`src/rtl/jk_bank_arbiter_if.sv`:
```
// jk_bank_arbiter_if: request/command/status bundle for the JK cell bank.
// The slave modport is used by jk_bank_arbiter; the master modport by its requesters.
// The lock signal exists only when JK_BANK_LOCK_EN is defined.
interface jk_bank_arbiter_if #(
    parameter int NREQ = 4,
    parameter int NFF  = 6,
    parameter int IDXW = (NFF > 1) ? $clog2(NFF) : 1,
    parameter int IDW  = (NREQ > 1) ? $clog2(NREQ) : 1
);
    logic [NREQ-1:0]      req;
    logic [NREQ-1:0]      cmd_j;
    logic [NREQ-1:0]      cmd_k;
    logic [NREQ*IDXW-1:0] cmd_idx;
`ifdef JK_BANK_LOCK_EN
    logic [NREQ-1:0]      lock;
`endif
    logic [NREQ-1:0]      gnt;
    logic                 done;
    logic [IDW-1:0]       done_id;
    logic                 err;
    logic                 busy;
    logic [NFF-1:0]       q;
    logic [NFF-1:0]       qb;

`ifdef JK_BANK_LOCK_EN
    modport master (output req, cmd_j, cmd_k, cmd_idx, lock,
                    input  gnt, done, done_id, err, busy, q, qb);
    modport slave  (input  req, cmd_j, cmd_k, cmd_idx, lock,
                    output gnt, done, done_id, err, busy, q, qb);
`else
    modport master (output req, cmd_j, cmd_k, cmd_idx,
                    input  gnt, done, done_id, err, busy, q, qb);
    modport slave  (input  req, cmd_j, cmd_k, cmd_idx,
                    output gnt, done, done_id, err, busy, q, qb);
`endif
endinterface

```
`src/rtl/jk_bank_arbiter.sv`:
```
// jk_bank_arbiter: bank of NFF JK cells shared by NREQ requesters through a
// round-robin arbiter. One command at a time: IDLE (capture) -> GRANT ->
// APPLY (cell update) -> ACK (done pulse), four cycles per command.
// Optional feature macro: JK_BANK_LOCK_EN (keep-grant lock per requester).
module jk_bank_arbiter #(
    parameter int NREQ = 4,
    parameter int NFF  = 6,
    parameter int IDXW = (NFF > 1) ? $clog2(NFF) : 1
) (
    input  logic               clk,
    input  logic               rst,
    jk_bank_arbiter_if.slave   bus
);
    localparam int IDW = (NREQ > 1) ? $clog2(NREQ) : 1;

    typedef enum logic [1:0] {
        S_IDLE  = 2'd0,
        S_GRANT = 2'd1,
        S_APPLY = 2'd2,
        S_ACK   = 2'd3
    } state_t;

    state_t             r_state;
    logic [IDW-1:0]     r_ptr;
    logic [IDW-1:0]     r_win;
    logic               r_j;
    logic               r_k;
    logic [IDXW-1:0]    r_idx;
    logic [NFF-1:0]     r_q;
    logic [NREQ-1:0]    r_gnt;
    logic               r_done;
    logic [IDW-1:0]     r_done_id;
    logic               r_err;
    logic               r_busy;
`ifdef JK_BANK_LOCK_EN
    logic               r_locked;
`endif

    logic [IDW-1:0]     w_base;
    logic [IDW-1:0]     w_win;
    logic [IDW-1:0]     w_idx_k;
    logic               w_found;
    logic               w_sel_j;
    logic               w_sel_k;
    logic [IDXW-1:0]    w_sel_idx;
    logic [NREQ-1:0]    w_gnt_vec;
    logic               w_oor;
    int                 v_sum;

    // Next requester id after v, wrapping modulo NREQ.
    function automatic logic [IDW-1:0] next_id(input logic [IDW-1:0] v);
        int t;
        t = int'(v) + 1;
        if (t >= NREQ) begin
            t = 0;
        end
        return IDW'(t);
    endfunction

    // JK cell next-state: hold, reset, set, toggle.
    function automatic logic jk_next(input logic q_cur, input logic j, input logic k);
        logic r;
        case ({j, k})
            2'b00:   r = q_cur;
            2'b01:   r = 1'b0;
            2'b10:   r = 1'b1;
            2'b11:   r = ~q_cur;
            default: r = q_cur;
        endcase
        return r;
    endfunction

    // Round-robin winner: first set req bit scanning upward from the base pointer.
    always_comb begin
        w_found = 1'b0;
        w_win   = '0;
        w_idx_k = '0;
        v_sum   = 0;
`ifdef JK_BANK_LOCK_EN
        // A dropped lock resumes rotation just after the previously locked requester.
        w_base = r_locked ? next_id(r_win) : r_ptr;
`else
        w_base = r_ptr;
`endif
        for (int k = 0; k < NREQ; k++) begin
            v_sum = int'(w_base) + k;
            if (v_sum >= NREQ) begin
                v_sum = v_sum - NREQ;
            end else begin
                v_sum = v_sum;
            end
            w_idx_k = IDW'(v_sum);
            if (!w_found && bus.req[w_idx_k]) begin
                w_win   = w_idx_k;
                w_found = 1'b1;
            end else begin
                w_found = w_found;
            end
        end
`ifdef JK_BANK_LOCK_EN
        // A locked requester that still requests wins outright.
        if (r_locked && bus.req[r_win]) begin
            w_win   = r_win;
            w_found = 1'b1;
        end else begin
            w_found = w_found;
        end
`endif
    end

    // Select the winner's command fields and build its one-hot grant vector.
    always_comb begin
        w_sel_j   = 1'b0;
        w_sel_k   = 1'b0;
        w_sel_idx = '0;
        w_gnt_vec = '0;
        for (int r = 0; r < NREQ; r++) begin
            if (IDW'(r) == w_win) begin
                w_sel_j      = bus.cmd_j[r];
                w_sel_k      = bus.cmd_k[r];
                w_sel_idx    = bus.cmd_idx[r*IDXW +: IDXW];
                w_gnt_vec[r] = 1'b1;
            end else begin
                w_gnt_vec[r] = 1'b0;
            end
        end
    end

    // Captured index outside the bank: no cell is written and err is flagged.
    assign w_oor = ({{(32-IDXW){1'b0}}, r_idx} >= 32'(NFF));

    // Command sequencer: capture, grant, apply to one cell, acknowledge.
    always_ff @(posedge clk or negedge rst) begin
        if (!rst) begin
            r_state   <= S_IDLE;
            r_ptr     <= '0;
            r_win     <= '0;
            r_j       <= 1'b0;
            r_k       <= 1'b0;
            r_idx     <= '0;
            r_q       <= '0;
            r_gnt     <= '0;
            r_done    <= 1'b0;
            r_done_id <= '0;
            r_err     <= 1'b0;
            r_busy    <= 1'b0;
`ifdef JK_BANK_LOCK_EN
            r_locked  <= 1'b0;
`endif
        end else begin
            case (r_state)
                S_IDLE: begin
                    r_done <= 1'b0;
                    r_err  <= 1'b0;
`ifdef JK_BANK_LOCK_EN
                    if (r_locked && !bus.req[r_win]) begin
                        r_locked <= 1'b0;
                        r_ptr    <= next_id(r_win);
                    end
`endif
                    if (w_found) begin
                        r_win   <= w_win;
                        r_j     <= w_sel_j;
                        r_k     <= w_sel_k;
                        r_idx   <= w_sel_idx;
                        r_gnt   <= w_gnt_vec;
                        r_busy  <= 1'b1;
                        r_state <= S_GRANT;
                    end else begin
                        r_gnt   <= '0;
                        r_busy  <= 1'b0;
                        r_state <= S_IDLE;
                    end
                end
                S_GRANT: begin
                    r_gnt   <= '0;
                    r_state <= S_APPLY;
                end
                S_APPLY: begin
                    for (int f = 0; f < NFF; f++) begin
                        if (!w_oor && (r_idx == IDXW'(f))) begin
                            r_q[f] <= jk_next(r_q[f], r_j, r_k);
                        end
                    end
                    r_done    <= 1'b1;
                    r_err     <= w_oor;
                    r_done_id <= r_win;
                    r_state   <= S_ACK;
                end
                S_ACK: begin
                    r_done  <= 1'b0;
                    r_err   <= 1'b0;
                    r_busy  <= 1'b0;
                    r_state <= S_IDLE;
`ifdef JK_BANK_LOCK_EN
                    if (bus.lock[r_win]) begin
                        r_locked <= 1'b1;
                    end else begin
                        r_locked <= 1'b0;
                        r_ptr    <= next_id(r_win);
                    end
`else
                    r_ptr <= next_id(r_win);
`endif
                end
                default: begin
                    r_gnt   <= '0;
                    r_done  <= 1'b0;
                    r_err   <= 1'b0;
                    r_busy  <= 1'b0;
                    r_state <= S_IDLE;
                end
            endcase
        end
    end

    assign bus.gnt     = r_gnt;
    assign bus.done    = r_done;
    assign bus.done_id = r_done_id;
    assign bus.err     = r_err;
    assign bus.busy    = r_busy;
    assign bus.q       = r_q;
    assign bus.qb      = ~r_q;

endmodule
```
`src/flat_wrapper.sv`:
```
// flat-port wrapper written by rule: the top's interface ports become plain ports
module jk_bank_arbiter_flat 
#(
    parameter int NREQ = 4,
    parameter int NFF  = 6,
    parameter int IDXW = (NFF > 1) ? $clog2(NFF) : 1
)
  (clk, rst, bus_req, bus_cmd_j, bus_cmd_k, bus_cmd_idx, bus_gnt, bus_done, bus_done_id, bus_err, bus_busy, bus_q, bus_qb);
  jk_bank_arbiter_if #(.NREQ(NREQ), .NFF(NFF), .IDXW(IDXW)) bus_i ();
  input  logic clk;
  input  logic rst;
  input wire logic [$bits(bus_i.req)-1:0] bus_req;
  input wire logic [$bits(bus_i.cmd_j)-1:0] bus_cmd_j;
  input wire logic [$bits(bus_i.cmd_k)-1:0] bus_cmd_k;
  input wire logic [$bits(bus_i.cmd_idx)-1:0] bus_cmd_idx;
  output wire logic [$bits(bus_i.gnt)-1:0] bus_gnt;
  output wire logic [$bits(bus_i.done)-1:0] bus_done;
  output wire logic [$bits(bus_i.done_id)-1:0] bus_done_id;
  output wire logic [$bits(bus_i.err)-1:0] bus_err;
  output wire logic [$bits(bus_i.busy)-1:0] bus_busy;
  output wire logic [$bits(bus_i.q)-1:0] bus_q;
  output wire logic [$bits(bus_i.qb)-1:0] bus_qb;
  assign bus_i.req = bus_req;
  assign bus_i.cmd_j = bus_cmd_j;
  assign bus_i.cmd_k = bus_cmd_k;
  assign bus_i.cmd_idx = bus_cmd_idx;
  assign bus_gnt = bus_i.gnt;
  assign bus_done = bus_i.done;
  assign bus_done_id = bus_i.done_id;
  assign bus_err = bus_i.err;
  assign bus_busy = bus_i.busy;
  assign bus_q = bus_i.q;
  assign bus_qb = bus_i.qb;
  jk_bank_arbiter #(.NREQ(NREQ), .NFF(NFF), .IDXW(IDXW)) u_core (.clk(clk), .rst(rst), .bus(bus_i));
endmodule
```
`config.mk`:
```
export PLATFORM = sky130hd
export DESIGN_NAME = jk_bank_arbiter_flat
export DESIGN_NICKNAME = d
export VERILOG_FILES = /design/src/rtl/jk_bank_arbiter_if.sv /design/src/rtl/jk_bank_arbiter.sv /design/src/flat_wrapper.sv
export SDC_FILE = /design/constraint.sdc
export NUM_CORES = 1
export LEC_CHECK = 0
export CORE_MARGIN = 5
export CORE_UTILIZATION = 40
export DETAILED_ROUTE_END_ITERATION = 8
export HOLD_SLACK_MARGIN = 0.06
export PLACE_DENSITY_LB_ADDON = 0.25
export SYNTH_ARGS = -nofsm -noshare
export SYNTH_HDL_FRONTEND = slang
export SYNTH_SLANG_ARGS = --single-unit
```
`constraint.sdc`:
```
create_clock -name clk -period 1.5 [get_ports clk]
set_input_delay 0.3 -clock clk [delete_from_list [all_inputs] [get_ports clk]]
set_output_delay 0.3 -clock clk [all_outputs]
set_load 0.1 [all_outputs]
```
# Word-level counts from Yosys, hierarchy flattened

Index checks and enable logic that the tools add are counted.

$add $sub $neg: 8
Magnitude comparators: 10
Eq/ne operators: 14
Muxes and demuxes: 51
Bitwise gates (word level): 8
Reduce and logical (&&, ||, !) cells: 28

Operators by type and width:

| operator              | count |
|---|---|
| $mux W1               | 22 |
| $mux W2               | 9 |
| $pmux W1 S3           | 6 |
| $reduce_and A3 Y1     | 6 |
| $ge A3 B3 Y1 const B  | 5 |
| $lt A2 B3 Y1 const B  | 4 |
| $mux W3               | 4 |
| $logic_and A1 B1 Y1   | 9 |
| $bmux W1 S2           | 4 |
| $eq A2 B2 Y1 const B  | 4 |
| $pmux W2 S4           | 1 |
| $pmux W4 S2           | 1 |
| $sub A2 B1 Y2 const B | 4 |
| $not A1 Y1            | 7 |
| $add A2 B1 Y3 const B | 2 |
| $add A2 B2 Y3 const B | 2 |
| $eq A3 B2 Y1 const B  | 2 |
| $eq A3 B3 Y1 const B  | 2 |
| $logic_not A2 Y1      | 3 |
| $not A6 Y6            | 1 |
| $pmux W1 S2           | 3 |
| $reduce_bool A2 Y1    | 3 |
| $eq A2 B1 Y1 const B  | 2 |
| $eq A2 B2 Y1 const A  | 2 |
| 8 further kinds       | 11 |

Flip-flop bits (word level): 26
Input port bits: 26
Output and inout port bits: 21
Word-level logic and storage cells: 136

# Longest topological paths before layout

Gate-level depths: netlist of run 1.

Depth in word-level cells: 19
Depth in mapped cells: 7

# Least setup slack after synthesis of run 1

OpenSTA, ideal clock, no wires.

Kind: reg-to-reg
From: register u_core.r_q[1], in the netlist u_core.bus.q[1]
To: register u_core.r_q[1], in the netlist u_core.bus.q[1]
Setup time: 95 ps
Data arrival time: 1880 ps
Data required time: 1405 ps
Slack: -476 ps
Stages on the path, launching flop included: 3
Path buffers: 0
Period minus slack after synthesis: 1976 ps
Path through: dfrtp_1 -> inv_1 -> mux2i_1

Cells in the longest elaborated chain, start to end: 2

RTL lines:

| what                              | line                   | RTL |
|---|---|---|
| from (decl)                       | jk_bank_arbiter.sv:29  | `logic [NFF-1:0] r_q;` |
| from (signal, indexed assignment) | jk_bank_arbiter.sv:182 | `r_q[f] <= jk_next(r_q[f], r_j, r_k);` |
| $not A1 Y1                        | jk_bank_arbiter.sv:67  | `2'b11: r = ~q_cur;` |
| $pmux W1 S3                       | jk_bank_arbiter.sv:63  | `case ({j, k})` |

No other way between the ends.
A chain may end at the register's enable or synchronous reset.

# Worst setup path after layout of run 1

From: register u_core.r_ptr[0]
To: register u_core.r_idx[1]

Cells in the longest elaborated chain, start to end: 19
Elaborated cells between the ends (all ways): 46

RTL lines:

| what                                                   | line                   | RTL |
|---|---|---|
| from (decl)                                            | jk_bank_arbiter.sv:24  | `logic [IDW-1:0] r_ptr;` |
| from (signal assigned)                                 | jk_bank_arbiter.sv:203 | `r_ptr <= next_id(r_win);` |
| branches (longest 19 deep; another with $add A2 B1 Y3) | --                     |  |
| to (signal assigned)                                   | jk_bank_arbiter.sv:165 | `r_idx <= w_sel_idx;` |
| to (decl)                                              | jk_bank_arbiter.sv:28  | `logic [IDXW-1:0] r_idx;` |

Several ways; the timed one is not identified. The select of a mux whose other input is x is not followed.

==> results.tsv, run 1 <==
stage	metric	value	unit
final_layout	layout cells sized above 1	47.1	%
logic_synthesis	Yosys warning count	0	
global_routing	gr ovfl total	0	
placed_design	worst slack, placed	-0.736	ns
sta	Fin. Hold Viols	0	
logic_synthesis	Post-Synthesis Cells	143	
run_status	outcome	finished, violations left	
detailed_routing	WL per Instance	17.2	um
final_layout	commonest non-fill, non-tap cell in the layout	buf_4	
floorplan	Core Footprint	3390	um^2
worst_hold_path	Hold WC Path Type	input port to asynchronous set/reset pin	
logic_synthesis	synthesized area	1430	um^2
floorplan	DIE AREA	4870	um^2
global_routing	first-pass GRT wire length	7.91	mm
final_layout	nets	256	
global_routing	largest net degree at the start of global routing	27	
logic_synthesis	#FFs+latches synth	26	
detailed_routing	DR vias	1475	
global_routing	GR Util All Layers	19.9	%
logic_synthesis	Mapped Nets	175	
clocking	Num CTS Buffers	3	
sta	Tcrit/Tclk final	111	%
clocking	Post-CTS Hold Buffers	0	
sta	setup ws final	-0.168	ns
placed_design	number of port buffers	46	
worst_setup_path	Setup crit start	u_core.r_ptr[0]	
worst_setup_path	nature of the critical path startpoint	register	
clocking	CTS tree	built	
clocking	clock buffer depth	2	
detailed_routing	drt first-iter violations	92	
sta	fmax	599	MHz
job	# Max-Cap Violations	0	
floorplan	Die H	69.8	um
final_layout	most frequent cells in the layout	27 x buf_4, 21 x clkdlybuf4s50_1, 21 x buf_12, 19 x dfrtp_1, 16 x nand2_1	
clocking	CTS H-tree lvls	1	
sta	Worst Skew	0.0137	ns
global_routing	number of global-route vias before repair	1611	
worst_setup_path	Setup CP Type	register to register	
detailed_routing	number of routed nets with antenna violations	0	
worst_setup_path	Worst EP arrival	1.91	ns
sta	RSZ-0062 raised after global routing	true	
global_routing	antenna violations before repair	0	
logic_synthesis	Distinct cells, synth	35	
placed_design	GP Congestion	0.802	
final_layout	Area growth syn-to-layout	84.6	%
detailed_routing	Routed Wire Length	4.62	mm
logic_synthesis	mean post-synth cell area	10.0	um^2
floorplan	IO Pins	47	
detailed_routing	post-DR vias/cell	5.48	
clocking	Root Driver	clkbuf_4	
sta	final setup vio count	10	
detailed_routing	Pre-Repair DR Iteration Count	5	
clocking	Worst-path clk slew	0.14	ns
sta	worst relative slew slack	71.6	%
sta	minimum clock period	1.67	ns
worst_setup_path	Worst EP required	1.74	ns
clocking	clock sink count	26	
detailed_routing	number of remaining DRC errors	0	
floorplan	Die Wd	69.8	um
sta	Max Slew Vio Count	0	
placed_design	post-detail-place hpwl	3.16	mm
clocking	Skew-Pair Late Insertion Delay	0.33	ns
sta	Hold WS	0.319	ns
logic_synthesis	sequential share of the synthesized area	45.5	%
worst_setup_path	CP endpoint kind	register	
worst_setup_path	Reg2Reg Launch Point	u_core.r_ptr[0]	
floorplan	row count	21	
run_status	failing checks	negative setup slack	
final_layout	# diodes	0	
worst_setup_path	Worst Path Max Fanout	6	
floorplan	initial core utilization	42.2	%
sta	Tightest Pin Transition	0.424	ns
worst_setup_path	R2R cell count	6	
## cell usage after synthesis
library cell   n  area share, %
a211oi_1       2            1.0
a21o_2         1           0.61
a21oi_1        3            1.0
a221oi_1       8            4.9
a221oi_2       1            1.0
a22oi_1        2            1.0
a2bb2oi_1      1           0.61
a31oi_1        2           0.87
a31oi_4        1            1.5
a41oi_1        2            1.2
and2b_1        7            3.7
buf_6          1           0.79
clkbuf_1       2           0.52
dfrtp_1       26             45
ha_1           6            5.2
inv_1         14            3.7
inv_2          1           0.26
mux2_2         4            3.1
mux2i_1        7            4.9
nand2_1       17            4.5
nand2b_1       2           0.87
nand3_1        4            1.4
nand4_2        1           0.87
nor2_1         7            1.8
nor2_2         2           0.87
nor3_1         4            1.4
nor3b_1        1           0.52
nor4_1         1           0.44
nor4_2         1           0.87
o211ai_1       1           0.52
o21ai_0        7            2.4
o21bai_1       1           0.52
o31ai_1        1           0.52
or2_2          1           0.44
or3_1          1           0.44
## worst paths after layout
path	end	slack, ns
worst min register to register	u_core.bus.busy	0.56
min in group clk	u_core.bus.busy	0.56
worst max register to register	u_core.r_idx[1]	-0.17
worst max-delay path	u_core.r_idx[1]	-0.17
worst min-delay path	u_core.r_win[0]	0.32
max in group asynchronous	u_core.r_ptr[1]	0.91
## layer usage
layer	up-vias	global-route usage (%)	wire (um)
met2	64	34.2	2390
met3	16	4.06	292
met4	0	11.9	184
li1	670	-	-
met1	725	22.5	1750
met5	-	0	0
## cell type report
cell class,instances,area (um^2)
repair buffers,78,925
multi-input cells,100,881
fillers,196,747
flip-flops and latches,26,674
inverters,15,78.8
well taps,46,57.6
clock buffers,4,26.3
## kinds of logic (layout without fill, tap and decap cells)
logic type | count (synthesis) | in the layout | synth area share [%]
flip-flops | 26 | 26 | 45.5
multiplexers | 11 | 11 | 8.04
AND/OR/NAND/NOR | 49 | 50 | 18.1
adder cells (fa/ha/maj) | 6 | 6 | 5.24
buffers and inverters | 18 | 97 | 5.24
AO/OA/AOI/OAI | 33 | 33 | 17.9
## sequential cells by signal (all words and copies together) (netlist names)
name,count
u_core.bus.err,1
u_core.r_k,1
u_core.bus.done,1
u_core.bus.busy,1
u_core.bus.q,6
u_core.r_j,1
u_core.r_ptr,2
u_core.bus.gnt,4
u_core.bus.done_id,2
u_core.r_idx,3
u_core.r_state,2
u_core.r_win,2
## through the flow
step | instance area [um^2] | util [%] | instances | TNS [ns]
global placement | 2350 | 69.4 | 254 | -6.06
floorplan | 1480 | - | 143 | 0
CTS | 2590 | 76.6 | 266 | -0.458
finish | 2640 | 78.0 | 269 | -1.12
detailed placement | 2350 | 69.4 | 254 | -7.95
global route | 2640 | 78.0 | 269 | -1.70
## timing repair
item                       in CTS  in global routing
pin swaps                      10                  8
setup endpoints to repair      15                 16
resized for setup              37                  5
setup buffers                   7                  4
cloned                          1                  0
## worst max-delay path, cell delays in order, from the launching register on
cell	delay, ns
dfrtp_1	0.42
and2b_2	0.27
buf_6	0.13
nor3_1	0.19
a21o_2	0.22
a221oi_2	0.09
a221oi_1	0.25
Power of run 1 is left out: the tool's default activity adds up to more than one toggle a clock period on the data nets, which glitch-free logic cannot reach.
==> inputs of run 2 (changes only) <==
--- a/config.mk
+++ b/config.mk
@@ -5,6 +5,7 @@
 export SDC_FILE = /design/constraint.sdc
 export NUM_CORES = 1
 export LEC_CHECK = 0
+export CORE_ASPECT_RATIO = 0.9
 export CORE_MARGIN = 5
 export CORE_UTILIZATION = 40
 export DETAILED_ROUTE_END_ITERATION = 8
==> results.tsv, run 2 (synthesis results as in run 1) <==
stage	metric	value	unit
detailed_routing	DR vias	1492	
global_routing	largest net degree at the start of global routing	27	
clocking	CTS tree	built	
worst_setup_path	CP max-delay cell	or3_4	
clocking	Skew-Pair Late Insertion Delay	0.29	ns
sta	Fin. Hold Viols	0	
sta	Worst Skew	0.00244	ns
worst_setup_path	Setup CP Type	register to register	
global_routing	GR Util All Layers	20.6	%
worst_setup_path	nature of the critical path startpoint	register	
floorplan	IO Pins	47	
sta	RSZ-0062 raised after global routing	true	
global_routing	number of global-route vias before repair	1529	
clocking	CTS H-tree lvls	1	
floorplan	row count	20	
final_layout	filler cell count	186	
worst_setup_path	R2R cell count	5	
final_layout	Reg area	674	um^2
worst_setup_path	Worst Path Max Fanout	7	
floorplan	initial core utilization	42.1	%
detailed_routing	Pre-Repair DR Iteration Count	4	
global_routing	first-pass GRT wire length	7.52	mm
final_layout	Area growth syn-to-layout	93.0	%
job	# Max-Cap Violations	0	
clocking	clock buffer depth	2	
final_layout	# diodes	0	
detailed_routing	Routed Wire Length	5.35	mm
worst_setup_path	Reg2Reg Launch Point	u_core.r_ptr[0]	
placed_design	worst slack, placed	-0.675	ns
sta	Max Slew Vio Count	0	
detailed_routing	WL per Instance	19.9	um
global_routing	gr ovfl total	0	
run_status	outcome	finished, violations left	
placed_design	placed instance count	251	
clocking	Num CTS Buffers	3	
sta	fmax	593	MHz
final_layout	multi-input combinational cell area	945	um^2
clocking	clock sink count	26	
global_routing	antenna violations before repair	0	
worst_setup_path	r2r setup slk	-0.19	ns
worst_setup_path	CP endpoint kind	register	
final_layout	nets	258	
sta	total negative slack	-1.19	ns
final_layout	Final Instance Count excl. Fillers	269	
floorplan	Die Wd	73.1	um
sta	setup ws final	-0.186	ns
floorplan	Die H	66.8	um
worst_setup_path	Largest delay share family, worst path	compound AO/OA/AOI/OAI gates	
final_layout	max FFs per register	6	
run_status	failing checks	negative setup slack	
final_layout	most frequent cells in the layout	25 x buf_4, 21 x clkdlybuf4s50_1, 21 x buf_12, 19 x dfrtp_1, 15 x nand2_1	
detailed_routing	drt first-iter violations	96	
worst_setup_path	r2r endpoint	u_core.bus.gnt[1]	
sta	minimum clock period	1.69	ns
detailed_routing	number of routed nets with antenna violations	0	
floorplan	DIE AREA	4880	um^2
worst_setup_path	crit-path cells	inv_1 -> or3_4 -> a31oi_4 -> o21ai_2 -> a21oi_1	
floorplan	Core Footprint	3400	um^2
clocking	Worst-path clk slew	0.09	ns
detailed_routing	post-DR vias/cell	5.55	
clocking	Root Driver	clkbuf_8	
worst_setup_path	Worst EP arrival	1.90	ns
final_layout	layout cells sized above 1	53.3	%
placed_design	post-detail-place hpwl	3.17	mm
final_layout	commonest non-fill, non-tap cell in the layout	buf_4	
placed_design	GP Congestion	0.848	
detailed_routing	number of remaining DRC errors	0	
sta	Tcrit/Tclk final	112	%
worst_hold_path	Hold WC Path Type	input port to asynchronous set/reset pin	
worst_setup_path	Worst EP required	1.71	ns
placed_design	number of port buffers	46	
worst_setup_path	CP Buf/Inv Count	1	
sta	worst relative slew slack	70.6	%
clocking	Post-CTS Hold Buffers	0	
sta	Tightest Pin Transition	0.438	ns
worst_setup_path	Slowest Stage Delay on Critical Path	0.45	ns
sta	final setup vio count	11	
[run 2: layout make-up]
class | instances | share of cell area, %
Clock buffer | 4 | 1.99
Inverter | 15 | 2.85
Sequential cell | 26 | 24.4
Timing Repair Buffer | 80 | 34.6
Tap cell | 44 | 1.99
Multi-Input combinational cell | 100 | 34.2
[run 2: timing repair]
action                                  4_1_cts  5_1_grt
setup buffers                                 4        9
resized for setup                            39       22
endpoints found under the setup margin       13       17
gates cloned                                  1        0
pin swaps                                    15       14
[run 2: layer usage]
layer	wire (um)	track usage, %	vias to the layer above	share of wire [%]
li1	-	-	674	-
met1	2110	23.0	737	39
met2	2740	36.3	62	51
met3	304	3.47	19	5.7
met4	204	12.7	0	3.8
met5	0	0	-	0
[run 2: worst max-delay path by stage]
stage	slack, ns	cells after the start	to	from
after floorplan	0.008	2	u_core.bus.q[0]	u_core.bus.q[0]
after global placement	-0.57	7	u_core.r_idx[0]	bus_req[1]
after detailed placement	-0.67	7	u_core.r_idx[2]	bus_req[1]
after CTS	-0.09	7	u_core.bus.gnt[1]	u_core.r_ptr[0]
after global routing	-0.23	5	u_core.bus.gnt[1]	u_core.r_ptr[0]
final	-0.19	5	u_core.bus.gnt[1]	u_core.r_ptr[0]
[run 2: stage by stage]
step | cell area (um^2) | util, % | hold slack (ns)
global route | 2760 | 81.2 | 0.415
floorplan | 1480 | - | 0.00441
detailed placement | 2340 | 68.9 | 0.530
CTS | 2610 | 76.7 | 0.401
global placement | 2340 | 68.9 | 0.523
finish | 2760 | 81.2 | 0.380
[run 2: worst register-to-register path: cells and delay by family (launching register included)]
family / cells / cell delay (ns)
and+or+nand+nor: 1 / 0.45
buffers and inverters: 1 / 0.12
DFF: 1 / 0.39
AOI/OAI and AO/OA: 3 / 0.66
Power of run 2 is left out for the same reason.
